===== src/rtl/wb_arbiter_pkg.sv =====
// wb_arbiter_pkg: shared widths, select codes, unit enum and payload type for the writeback arbiter
package wb_arbiter_pkg;
  localparam int XLEN = 32;
  localparam int REG_W = 5;
  localparam int TAG_W = 4;
  localparam logic [2:0] WB_SEL_AU = 3'b100;
  localparam logic [2:0] WB_SEL_MUL = 3'b010;
  localparam logic [2:0] WB_SEL_LSU = 3'b001;
  localparam logic [2:0] WB_SEL_NONE = 3'b000;
  typedef enum logic [1:0] {AU, MUL, LSU} unit_e;
  typedef struct packed {
    logic [REG_W-1:0] rd;
    logic [TAG_W-1:0] tag;
    logic [XLEN-1:0] data;
  } wb_payload_t;
  function automatic unit_e next_unit(unit_e u);
    return u == LSU ? AU : unit_e'(u + 2'd1);
  endfunction
endpackage


===== src/rtl/wb_arbiter_if.sv =====
// wb_arbiter_if: execution-unit result ports and writeback output stage bundled for the arbiter
interface wb_arbiter_if;
  import wb_arbiter_pkg::*;
  logic flush;
  logic au_valid, mul_valid, lsu_valid;
  logic [REG_W-1:0] au_rd, mul_rd, lsu_rd;
  logic [TAG_W-1:0] au_tag, mul_tag, lsu_tag;
  logic [XLEN-1:0] au_data, mul_data, lsu_data;
  logic au_grant, mul_grant, lsu_grant;
  logic wb_valid, wb_ready;
  logic [2:0] wb_select;
  logic [REG_W-1:0] wb_rd;
  logic [TAG_W-1:0] wb_tag;
  logic [XLEN-1:0] wb_data;
  modport master (
    input flush, au_valid, mul_valid, lsu_valid, au_rd, mul_rd, lsu_rd,
    input au_tag, mul_tag, lsu_tag, au_data, mul_data, lsu_data, wb_ready,
    output au_grant, mul_grant, lsu_grant, wb_valid, wb_select, wb_rd, wb_tag, wb_data
  );
  modport slave (
    output flush, au_valid, mul_valid, lsu_valid, au_rd, mul_rd, lsu_rd,
    output au_tag, mul_tag, lsu_tag, au_data, mul_data, lsu_data, wb_ready,
    input au_grant, mul_grant, lsu_grant, wb_valid, wb_select, wb_rd, wb_tag, wb_data
  );
endinterface


===== src/rtl/wb_arbiter_rr_picker3.sv =====
// rr_picker3: three-way round-robin pick from ptr, giving a one-hot winner and the pointer after it
module rr_picker3
  import wb_arbiter_pkg::*;
(
  input  unit_e      ptr,
  input  logic [2:0] valid,
  output logic [2:0] win,
  output unit_e      ptr_nxt
);
  logic [2:0] vu;
  unit_e p1, p2, w;
  // valid is in select-code order (AU in bit 2); vu is indexed by unit
  assign vu = {valid[0], valid[1], valid[2]};
  always_comb begin
    p1 = next_unit(ptr);
    p2 = next_unit(p1);
    w = vu[ptr] ? ptr : vu[p1] ? p1 : p2;
    win = |valid ? WB_SEL_AU >> w : WB_SEL_NONE;
    ptr_nxt = |valid ? next_unit(w) : ptr;
  end
endmodule


===== src/rtl/wb_arbiter.sv =====
// wb_arbiter: round-robin arbiter sharing the writeback port among AU, MUL and LSU with a registered output stage
module wb_arbiter
  import wb_arbiter_pkg::*;
(
  input logic clk,
  input logic rst_n,
  wb_arbiter_if.master bus
);
  unit_e ptr, ptr_nxt;
  logic [2:0] valid, win, sel_q;
  logic load, held;
  wb_payload_t pay, pay_q;
  assign valid = {bus.au_valid, bus.mul_valid, bus.lsu_valid};
  // rst_n gates load so no grant is visible while reset is asserted
  assign load = rst_n && !bus.flush && (!held || bus.wb_ready) && |valid;
  rr_picker3 picker (.ptr(ptr), .valid(valid), .win(win), .ptr_nxt(ptr_nxt));
  assign {bus.au_grant, bus.mul_grant, bus.lsu_grant} = load ? win : WB_SEL_NONE;
  always_comb
    pay = win[2] ? {bus.au_rd, bus.au_tag, bus.au_data}
        : win[1] ? {bus.mul_rd, bus.mul_tag, bus.mul_data}
        : {bus.lsu_rd, bus.lsu_tag, bus.lsu_data};
  always_ff @(posedge clk or negedge rst_n)
    if (!rst_n) begin
      held <= 1'b0;
      sel_q <= WB_SEL_NONE;
      pay_q <= '0;
      ptr <= AU;
    end else if (load) begin
      held <= 1'b1;
      sel_q <= win;
      pay_q <= pay;
      ptr <= ptr_nxt;
    end else if (bus.flush || bus.wb_ready) begin
      held <= 1'b0;
      sel_q <= WB_SEL_NONE;
    end
  assign bus.wb_valid = held;
  assign bus.wb_select = sel_q;
  assign bus.wb_rd = pay_q.rd;
  assign bus.wb_tag = pay_q.tag;
  assign bus.wb_data = pay_q.data;
endmodule


===== src/flat_wrapper.sv =====
// flat-port wrapper written by rule: the top's interface ports become plain ports
module wb_arbiter_flat import wb_arbiter_pkg::*;
  (clk, rst_n, bus_flush, bus_au_valid, bus_mul_valid, bus_lsu_valid, bus_au_rd, bus_mul_rd, bus_lsu_rd, bus_au_tag, bus_mul_tag, bus_lsu_tag, bus_au_data, bus_mul_data, bus_lsu_data, bus_wb_ready, bus_au_grant, bus_mul_grant, bus_lsu_grant, bus_wb_valid, bus_wb_select, bus_wb_rd, bus_wb_tag, bus_wb_data);
  wb_arbiter_if bus_i ();
  input logic clk;
  input logic rst_n;
  input wire logic [$bits(bus_i.flush)-1:0] bus_flush;
  input wire logic [$bits(bus_i.au_valid)-1:0] bus_au_valid;
  input wire logic [$bits(bus_i.mul_valid)-1:0] bus_mul_valid;
  input wire logic [$bits(bus_i.lsu_valid)-1:0] bus_lsu_valid;
  input wire logic [$bits(bus_i.au_rd)-1:0] bus_au_rd;
  input wire logic [$bits(bus_i.mul_rd)-1:0] bus_mul_rd;
  input wire logic [$bits(bus_i.lsu_rd)-1:0] bus_lsu_rd;
  input wire logic [$bits(bus_i.au_tag)-1:0] bus_au_tag;
  input wire logic [$bits(bus_i.mul_tag)-1:0] bus_mul_tag;
  input wire logic [$bits(bus_i.lsu_tag)-1:0] bus_lsu_tag;
  input wire logic [$bits(bus_i.au_data)-1:0] bus_au_data;
  input wire logic [$bits(bus_i.mul_data)-1:0] bus_mul_data;
  input wire logic [$bits(bus_i.lsu_data)-1:0] bus_lsu_data;
  input wire logic [$bits(bus_i.wb_ready)-1:0] bus_wb_ready;
  output wire logic [$bits(bus_i.au_grant)-1:0] bus_au_grant;
  output wire logic [$bits(bus_i.mul_grant)-1:0] bus_mul_grant;
  output wire logic [$bits(bus_i.lsu_grant)-1:0] bus_lsu_grant;
  output wire logic [$bits(bus_i.wb_valid)-1:0] bus_wb_valid;
  output wire logic [$bits(bus_i.wb_select)-1:0] bus_wb_select;
  output wire logic [$bits(bus_i.wb_rd)-1:0] bus_wb_rd;
  output wire logic [$bits(bus_i.wb_tag)-1:0] bus_wb_tag;
  output wire logic [$bits(bus_i.wb_data)-1:0] bus_wb_data;
  assign bus_i.flush = bus_flush;
  assign bus_i.au_valid = bus_au_valid;
  assign bus_i.mul_valid = bus_mul_valid;
  assign bus_i.lsu_valid = bus_lsu_valid;
  assign bus_i.au_rd = bus_au_rd;
  assign bus_i.mul_rd = bus_mul_rd;
  assign bus_i.lsu_rd = bus_lsu_rd;
  assign bus_i.au_tag = bus_au_tag;
  assign bus_i.mul_tag = bus_mul_tag;
  assign bus_i.lsu_tag = bus_lsu_tag;
  assign bus_i.au_data = bus_au_data;
  assign bus_i.mul_data = bus_mul_data;
  assign bus_i.lsu_data = bus_lsu_data;
  assign bus_i.wb_ready = bus_wb_ready;
  assign bus_au_grant = bus_i.au_grant;
  assign bus_mul_grant = bus_i.mul_grant;
  assign bus_lsu_grant = bus_i.lsu_grant;
  assign bus_wb_valid = bus_i.wb_valid;
  assign bus_wb_select = bus_i.wb_select;
  assign bus_wb_rd = bus_i.wb_rd;
  assign bus_wb_tag = bus_i.wb_tag;
  assign bus_wb_data = bus_i.wb_data;
  wb_arbiter u_core (.clk(clk), .rst_n(rst_n), .bus(bus_i));
endmodule

===== config.mk =====
export PLATFORM = sky130hd
export DESIGN_NAME = wb_arbiter_flat
export DESIGN_NICKNAME = d
export VERILOG_FILES = /design/src/rtl/wb_arbiter_pkg.sv /design/src/rtl/wb_arbiter_if.sv /design/src/rtl/wb_arbiter_rr_picker3.sv /design/src/rtl/wb_arbiter.sv /design/src/flat_wrapper.sv
export SDC_FILE = /design/constraint.sdc
export NUM_CORES = 1
export LEC_CHECK = 0
export CAP_MARGIN = 20
export CORE_ASPECT_RATIO = 1.25
export CORE_MARGIN = 2
export CORE_UTILIZATION = 35
export DETAILED_ROUTE_END_ITERATION = 6
export HOLD_SLACK_MARGIN = 0.1
export PLACE_DENSITY = 0.88
export SKIP_LAST_GASP = 1
export SLEW_MARGIN = 20
export SYNTH_ARGS = -nofsm -noshare
export SYNTH_HDL_FRONTEND = slang
export SYNTH_SLANG_ARGS = --single-unit

===== constraint.sdc =====
create_clock -name clk -period 2.4 [get_ports clk]
set_input_delay 0.72 -clock clk [delete_from_list [all_inputs] [get_ports clk]]
set_output_delay 0.72 -clock clk [all_outputs]
set_load 0.05 [all_outputs]

==> results.yml <==
synth:
  yosys-top-cells-area: "sky130_fd_sc_hd__dfrtp_1 (37%), sky130_fd_sc_hd__o221a_1 (14%), sky130_fd_sc_hd__o2111ai_1 (11%)"
  synthesis.nets: 464
  post-synth-top-area-cell: "sky130_fd_sc_hd__dfrtp_1"
  syn_inst: 334
  post-synth-top-area-fraction_pct: 36.6
  synth.yosys.seq_area_share_pct: 36.6
  async_flop_share_pct: 100
  synth.ff_latch_count: 47
  synth-edff-count: 0
  postSynthAreaPerCell_um2: 9.62
  synthesis.area_um2: 3210
  synth-main-ff-cell: "sky130_fd_sc_hd__dfrtp_1"
  yosys_warnings: 0
  yosys.cell_types.count: 32
setup_path:
  crit_arrival_ns: 1.76
  worst-r2r-setup-slack_ns: 0.37
  timing.critical_path.from_type: "primary input"
  rr_startpoint: "u_core.ptr[0]"
  worst-endpoint-required_ns: 1.68
  critPathLaunch: "bus_lsu_valid"
  worst-path-max-fanout: 3
  r2r_end: "u_core.bus.wb_data[3]"
  ff2ff_path_depth: 7
  class_of_the_most_critical_setup_path: "in2out"
  cp-end-kind: "output pin"
sta:
  maxSlewHeadroom_pct: 65.1
  finalHoldViolations: 0
  rsz_0062_raised_after_global_routing: "true"
  finalCriticalPeriod_ns: 2.48
  fmaxAchievable_mhz: 404
  max_slew.worst_pin.slew_ns: 0.522
  final.period_utilization_pct: 103
  fin_worst_skew_ns: 0.00579
  final_worst_setup_slack_ns: -0.0758
  drv_slew: 0
  setup_violations: 2
placement:
  placement.cell_area_um2: 5120
  place.detailed.instances: 608
  gp_routability_congestion: 0.914
  hpwlAfterDp_mm: 8.50
  io_buffer_count: 177
  place_ws_ns: -0.477
pwr:
  cell_internal_pwr_mw: 2.72
  power.switching_mw: 2.05
  seq_power_share_pct: 25.7
  power.leakage_nw: 2.01
  p_sw_share_pct: 42.9
  share_comb_of_total_power_pct: 55.8
  clkPwrFrac_pct: 18.6
  power.ir.vdd_worst_mv: 0.410
  p_per_area_nw_per_um2: 879
floorplanning:
  core_area_um2: 9030
  initial_core_utilization_pct: 35.6
  boundaryPins: 178
  die_width_um: 89.7
  die_h_um: 111
  floorplan.rows: 39
  die-area_um2: 9960
flow_run:
  maxCapViolCount: 0
clock_tree:
  clkLatencyLatePin_ns: 0.28
  post_cts_hold_buffer_count: 0
  cts-root-buf: "sky130_fd_sc_hd__clkbuf_16"
  cts_tree: "yes"
  numCtsBuffers: 5
  clk_path_buf_depth: 2
  cts.reportedPaths.clkPinSlew_ns: 0.06
  tritoncts_num_sinks: 47
  h-tree-depth: 2
cells_and_area:
  multi_input_area_um2: 1800
  fraction_of_layout_instances_using_a_drive_strength_above_1_pct: 12.6
  antenna_cells: 0
  seqCellArea_um2: 1180
  layout.cells.non_filler: 623
  final_design_area_no_fill_um2: 5420
  area_growth_pct: 68.8
  nNetsFinal: 629
  num-fill-cells: 722
global_route:
  via_count_of_the_first_global_routing_pass: 3905
  largest_net_degree_at_the_start_of_global_routing: 49
  global_route.usage.total_pct: 23.6
  first_pass_grt_wire_length_mm: 18.9
  antenna_violations_before_repair: 0
  gr-total-overflow: 0
route:
  drt-total-wl_mm: 12.2
  detail_route.wl_per_cell_um: 19.6
  remaining_drc_errors: 1
  drtAntennaViolNets: 0
  drt-initial-drc-count: 335
  vias: 3837
  detailedRoute.firstPassIterationCount: 7
  drt-vias-per-instance: 6.16
outcome:
  run_status: "complete, but fails checks"
  failing_checks: "design-rule violations, negative setup slack"
min_path:
  holdCritPathClass: "in2async"
-- registers in the layout (all words and copies together) (netlist names) --
name / flops
u_core.bus.wb_valid: 1
u_core.bus.wb_select: 3
u_core.bus.wb_data: 32
u_core.bus.wb_rd: 5
u_core.bus.wb_tag: 4
u_core.ptr: 2
-- cell families (layout without fill, tap and decap cells) --
logic type / count (synthesis) / after routing / share of synthesized area, %
DFF: 47 / 47 / 36.6
AOI/OAI and AO/OA: 172 / 172 / 45.4
and+or+nand+nor: 63 / 63 / 9.16
buffers and inverters: 52 / 218 / 8.84
-- through the flow --
stage	setup TNS (ns)	power, mW	hold WS (ns)	utilization [%]
floorplan	-0.218	2.85	0.424	-
global placement	-10.70	3.79	0.503	56.7
detailed placement	-13.09	3.85	0.511	56.7
CTS	-0.0762	4.79	0.470	60.0
global route	-0.173	4.97	0.508	60.1
finish	-0.114	4.77	0.485	60.1
-- worst max-delay path, cell delays in order --
cell and delay [ns]:
sky130_fd_sc_hd__buf_8 0.10, sky130_fd_sc_hd__or3_4 0.38, sky130_fd_sc_hd__and4b_4 0.21, sky130_fd_sc_hd__nand3_4 0.08, sky130_fd_sc_hd__clkinvlp_4 0.11, sky130_fd_sc_hd__buf_12 0.16
-- cell usage after synthesis, types with 2 or more instances --
master / count
sky130_fd_sc_hd__dfrtp_1: 47
sky130_fd_sc_hd__nor2_1: 44
sky130_fd_sc_hd__buf_6: 9
sky130_fd_sc_hd__a21o_1: 2
sky130_fd_sc_hd__nand2b_1: 3
sky130_fd_sc_hd__a31o_2: 3
sky130_fd_sc_hd__o2111ai_1: 41
sky130_fd_sc_hd__clkbuf_1: 26
sky130_fd_sc_hd__buf_2: 13
sky130_fd_sc_hd__o221a_1: 40
sky130_fd_sc_hd__nand2_1: 5
sky130_fd_sc_hd__a21oi_1: 41
sky130_fd_sc_hd__o311ai_1: 40
sky130_fd_sc_hd__nand4b_1: 2
-- cell type report --
cell class                      count  share of cell area [%]
Sequential cell                    47                    21.7
Inverter                            1                   0.138
Tap cell                          123                    2.84
Clock inverter                      2                    1.11
Timing Repair Buffer              209                    38.6
Multi-Input combinational cell    235                    33.2
Clock buffer                        6                    2.38
-- layout by cell type, fill, tap and decap left out, drive strengths merged --
master,instances
nor4,1
a21o,2
a31o,3
nand2,5
o2111ai,41
or3,1
clkdlybuf4s50,168
o211ai,1
bufinv,2
clkbuf,6
and3b,1
o221a,41
a211o,1
and2,1
a311oi,1
nand3,2
a21oi,41
nand2b,3
nor2,44
nand4b,2
clkinvlp,1
o311ai,41
dlygate4sd2,2
buf,39
and4b,2
nand3b,1
dfrtp,47
-- repair_timing --
action / in CTS / in global routing
pin swaps: 7 / 2
setup endpoints to repair: 5 / 3
setup buffers: 7 / 0
resized for setup: 25 / 2
-- power by group through the flow --
stage / sequential [mW] / clock [mW] / combinational (mW)
after floorplan: 2.08 / 0 / 0.764
after CTS: 1.22 / 0.908 / 2.66
after global placement: 1.22 / 0 / 2.57
after global routing: 1.25 / 0.935 / 2.78
final: 1.22 / 0.886 / 2.66
after detailed placement: 1.23 / 0 / 2.62
-- routing by layer --
metal  part of all wire [%]  global-route usage [%]  routed length (um)  vias up
met2                     52                    41.2                6390      233
met5                      0                       0                   0        -
met3                    7.5                    4.17                 917       42
met4                    3.5                    11.8                 427        0
met1                     37                    26.6                4480     1831
li1                       -                       -                   -     1731
-- worst max path at each step --
stage	end	cells after the start	slack [ns]
6_report	bus_au_grant	6	-0.08
5_1_grt	bus_au_grant	6	-0.1
4_1_cts	bus_au_grant	6	-0.06
3_5_place_dp	bus_au_grant	6	-0.48
3_3_place_gp	bus_au_grant	6	-0.42
2_1_floorplan	bus_au_grant	6	-0.16
Note: power is estimated with default switching activity, not from simulation.
